--- config.mk ---
export PLATFORM = sky130hd
export DESIGN_NAME = bcd_mod_counter
export DESIGN_NICKNAME = d
export VERILOG_FILES = /design/src/rtl/bcd_mod_counter.sv
export SDC_FILE = /design/constraint.sdc
export NUM_CORES = 1
export LEC_CHECK = 0
export CAP_MARGIN = 5
export CORE_UTILIZATION = 47
export DETAILED_ROUTE_END_ITERATION = 6
export PLACE_DENSITY_LB_ADDON = 0.25
export REMOVE_ABC_BUFFERS = 1
export SKIP_CTS_REPAIR_TIMING = 1
export SLEW_MARGIN = 20
export SYNTH_ARGS = -nofsm -noshare
export SYNTH_HDL_FRONTEND = slang
export SYNTH_SLANG_ARGS = --single-unit
--- constraint.sdc ---
create_clock -name CP -period 3.1 [get_ports CP]
set_clock_uncertainty 0.2 [all_clocks]
set_input_delay 0.62 -clock CP [delete_from_list [all_inputs] [get_ports CP]]
set_output_delay 0.62 -clock CP [all_outputs]
set_load 0.02 [all_outputs]
--- src/rtl/bcd_mod_counter.sv ---
// bcd_mod_counter: multi-digit BCD up/down counter with programmable modulus, checked load and cascade carry.
module bcd_mod_counter #(
    parameter int DIGITS = 2,
    parameter int MODULUS = 60
) (
    input  logic                CP,
    input  logic                nCLR,
    input  logic                Load,
    input  logic                En,
    input  logic                dir,
    input  logic [4*DIGITS-1:0] D,
    output logic [4*DIGITS-1:0] Q,
    output logic                TC,
    output logic                Wrap,
    output logic                LdErr
);
    localparam int W = 4 * DIGITS;

    function automatic logic [W-1:0] to_bcd(input int v);
        logic [W-1:0] r;
        int x;
        x = v;
        r = '0;
        for (int i = 0; i < DIGITS; i++) begin
            r[4*i +: 4] = 4'(x % 10);
            x = x / 10;
        end
        return r;
    endfunction

    localparam logic [W-1:0] MAX = to_bcd(MODULUS - 1);

    logic [W-1:0] inc;
    logic [W-1:0] dec;
    logic         ci;
    logic         bo;
    logic         nib_ok;
    logic         at_end;
    logic         ok;

    // Ripple carry/borrow across digits; each digit rolls 9->0 or 0->9 on its own.
    always_comb begin
        inc = Q;
        dec = Q;
        ci = 1'b1;
        bo = 1'b1;
        nib_ok = 1'b1;
        for (int i = 0; i < DIGITS; i++) begin
            inc[4*i +: 4] = ci ? ((Q[4*i +: 4] == 4'd9) ? 4'd0 : Q[4*i +: 4] + 4'd1) : Q[4*i +: 4];
            dec[4*i +: 4] = bo ? ((Q[4*i +: 4] == 4'd0) ? 4'd9 : Q[4*i +: 4] - 4'd1) : Q[4*i +: 4];
            ci = ci & (Q[4*i +: 4] == 4'd9);
            bo = bo & (Q[4*i +: 4] == 4'd0);
            nib_ok = nib_ok & (D[4*i +: 4] <= 4'd9);
        end
    end

    // With all nibbles valid, packed BCD orders the same as its decimal value.
    assign ok     = nib_ok && (D <= MAX);
    assign at_end = dir ? (Q == MAX) : (Q == '0);
    assign TC     = En & ~Load & nCLR & at_end;

    always_ff @(posedge CP) begin
        if (!nCLR) begin
            Q     <= '0;
            Wrap  <= 1'b0;
            LdErr <= 1'b0;
        end else if (Load) begin
            Wrap  <= 1'b0;
            LdErr <= !ok;
            if (ok) Q <= D;
        end else if (En) begin
            Wrap <= at_end;
            Q    <= dir ? (at_end ? '0 : inc) : (at_end ? MAX : dec);
        end else begin
            Wrap <= 1'b0;
        end
    end
endmodule

==> Implementation_results.wiki <==
{| class="wikitable"
! Metric !! Value
|-
| IO Count || 24
|-
| Global placer's final weighted congestion || 0.8782
|-
| First-pass iteration count of the detailed router || 4
|-
| Dpl cells || 170
|-
| Layout cells sized above 1 || a little under a fifth
|-
| Endpoint arrival time on the critical path || 2090 ps
|-
| Die footprint || just over 2000 um^2
|-
| Cell count after synthesis || roughly 110
|-
| Basic-gate share of the synthesized area counting and, or, nand and nor cells || a little over a quarter
|-
| Critical Path Max Stage Delay || 650 ps
|-
| Max Transition Viols Final || 0
|-
| Maximum operating frequency || about 340 MHz
|-
| Required time at the endpoint of the critical path || 2280 ps
|-
| Final critical path time including I/O delays and setup || approximately 2900 ps
|-
| Total number of yosys warnings || 0
|-
| TritonCTS clock tree || yes
|-
| Main combinational cell family by area after synthesis || compound AO/OA/AOI/OAI gates
|-
| Clock-pin slew of the registers on the worst-case setup and hold paths || 80 ps
|-
| Type of origin of the critical path || flop
|-
| Root Buffer || clkbuf_4
|-
| Number of unique standard cell types used by synthesis || 43
|-
| Final Hold Viols || 0
|-
| Count of buffers inserted at the top-level ports || 23
|-
| Kind of critical path || flop to output pin
|-
| Residual antenna-violating net count after detailed routing || 0
|-
| Highest metal layer with signal wires || met3
|-
| Number of maximum-capacitance violations || 0
|-
| Register-to-register path setup slack || 600 ps
|-
| Total power per unit cell area || 372.2 nW/um^2
|-
| Post-detailed-route DRC marker count || 0
|-
| Cell type group with the largest total delay on the critical path || simple AND/OR/NAND/NOR gates
|-
| Latest clock arrival within the worst-skew pair || 270 ps
|-
| Largest vdd supply drop || 227.2 uV
|-
| FF-to-FF Start || Q[1]
|-
| Cell area after synthesis || just under 900 um^2
|-
| Layout overhead on the synthesized area || 41.26%
|-
| Critical path launch point || Q[1]
|-
| Final standard cell utilization of the core || 71.45%
|-
| Routed wire length per instance || 14.58 um
|-
| Chain of cells forming the critical path || inv_1, ha_1, nand4b_1, or4_2, a21oi_1, clkbuf_2
|-
| Leftover overflow at the end of global routing || 0
|-
| Metal1 wirelength || 1.145 mm
|-
| Floorplan row count || 15
|-
| Post-Synth XOR/XNOR Area || between 3 and 4%
|-
| Final number of setup-violating endpoints || 0
|-
| Die Wd || 45.11 um
|-
| Per-instance average area after synthesis || 7.661 um^2
|-
| Fillers || 152
|-
| Crit share post-route || between 90% and 100%
|-
| Detailed-route via count || 1027
|-
| Maximum clock path buffer count || 2
|-
| Wire length after detailed routing || 2.537 mm
|-
| GRT Overall Usage || 25.98%
|-
| Final #Nets || 167
|-
| Transition at the pin with the smallest max-transition slack || 591.4 ps
|-
| Part of the Yosys area used for sequential elements || 22.92%
|-
| Antenna violations before repair || 0
|-
| DR vias/cell || 5.902
|-
| Endpoint kind of the worst setup timing path || output pin
|-
| Leakage power of the design || about 0.51 nW
|-
| Hold Path Class || flop to flop
|-
| Status || finished clean
|-
| Starting utilization of the core area || around 51%
|-
| Fin cells || 174
|-
| Mux share of post-synthesis cell area || 3.438%
|-
| Met2 wire length || 1.206 mm
|-
| TritonCTS Buffers || 3
|-
| Synth Register Bits || 10
|-
| Max-Slew Margin vs Limit || between 60% and 70%
|-
| Complex-gate fraction of the synthesized area || 28.37%
|-
| Sum of buffers and inverters on the critical path || 2
|-
| Share of synthesized cell area in full adder, half adder and majority cells || 5.731%
|-
| Initial drt markers || 46
|-
| Hold Crit Start || LdErr
|-
| Routed wire length on met3 || around 190 um
|-
| Maximum number of pins on one net before global-route repair || 13
|-
| H-tree depth || 1
|-
| Ant. Diodes || 0
|-
| Maximum fanout encountered on the critical timing path || 4
|-
| First-pass GRT wire length || just under 4 mm
|-
| Placeable core region || 1727 um^2
|-
| CTS sink cnt || 10
|-
| Unrepaired setup endpoints after global routing || no
|-
| Vertical die dimension || 45.11 um
|-
| Crit path max-delay cell type || or4_2
|-
| Estimated wirelength of the detail-placed design || 1.827 mm
|-
| Number of global-route vias before repair || 856
|}
## logic make-up (layout without fill, tap and decap cells)
group | Yosys count | count (layout)
buffers and inverters | 15 | 50
muxes | 3 | 3
and+or+nand+nor | 41 | 41
AOI/OAI and AO/OA | 38 | 38
xor gates and xnor gates | 3 | 3
DFF | 10 | 10
adders and majority gates | 4 | 4
## through the flow
stage | instance area, um^2 | setup TNS (ps) | total power [W] | setup slack (ps) | hold WS [ps]
after floorplan | 810.8 | 0 | 0.0002475 | 354.7 | 400.6
after global placement | 1200 | -432.2 | 0.0003267 | -432.2 | 340.1
after detailed placement | 1200 | -482.3 | 0.0003315 | -482.3 | 348.2
after CTS | 1236 | -505.7 | 0.0004588 | -505.7 | 359.0
after global routing | 1234 | 0 | 0.0004818 | 129.6 | 380.0
final | 1234 | 0 | 0.0004592 | 186.1 | 353.9
## worst min-delay path: stages (launching register included)
cell     delay, ps
dfxtp_1        310
o21ai_0        150
a41oi_1         40
## Yosys cell counts, drive strengths merged
library cell  count  area, um^2
a211oi            2       15.01
a21oi            10       50.05
a2bb2oi           3       26.28
a311oi            1       8.760
a31oi             2       12.51
a41o              1       10.01
a41oi             1       8.760
and4b             1       10.01
buf               6       51.30
clkbuf            3       11.26
dfxtp            10       200.2
ha                4       50.05
inv               6       22.52
mux2i             3       30.03
nand2            10       37.54
nand2b            1       6.260
nand3             6       30.03
nand3b            2       15.01
nand4             1       6.260
nand4b            1       8.760
nor2              8       30.03
nor2b             2       12.51
nor3              1       5.000
nor3b             1       7.510
nor4b             1       8.760
o2111ai           2       17.52
o21a              1       7.510
o21ai             9       45.04
o21bai            2       15.01
o221ai            1       8.760
o22ai             1       6.260
o31ai             1       7.510
o41ai             1       8.760
or3               2       18.77
or3b              2       17.52
or4               2       20.02
xnor2             2       17.52
xor2              1       8.760
## per-layer routing
metal / vias up / track usage [%]
met5: - / 0
met4: 0 / 4.848
met3: 0 / 4.000
met2: 47 / 43.19
met1: 488 / 35.71
li1: 492 / -
## where the power goes
part | switching [W] | total, W | internal [W]
Combinational | 0.0000934 | 0.000188 | 0.0000951
Clock | 0.0000551 | 0.000126 | 0.0000713
Sequential | 0.00000653 | 0.000144 | 0.000138
Total | 0.000155 | 0.000459 | 0.000304
## registers in the layout, summed over array words and instances (netlist names)
| name | flops |
|---|---|
| Wrap | 1 |
| LdErr | 1 |
| Q | 8 |
## cells in the final DEF (no fill, tap or decap), types with 3 or more instances in the layout
cell,synthesis,final
buf_4,1,17
ha_1,4,4
mux2i_1,3,3
inv_1,6,6
a21oi_1,10,10
nor2_1,8,8
nand3_1,6,6
nand2_1,10,10
o21ai_0,8,8
clkbuf_4,0,3
clkdlybuf4s50_1,0,21
dfxtp_1,10,10
a2bb2oi_1,3,3
## worst paths after layout
kind	end	depth (start not counted)
max	TC	6
min	LdErr	2
max reg2reg	Q[1]	8
min reg2reg	LdErr	2
## layout make-up
type                       count  area (um^2)  share of cell area, %
inverter                       6        22.52                  1.826
sequential                    10        200.2                  16.23
clock buffer                   4        36.28                  2.941
timing repair buffer          40        355.3                  28.80
tap                           25        31.28                  2.536
multi-input combinational     89        588.1                  47.67
Note: power is estimated with default switching activity, not from simulation.
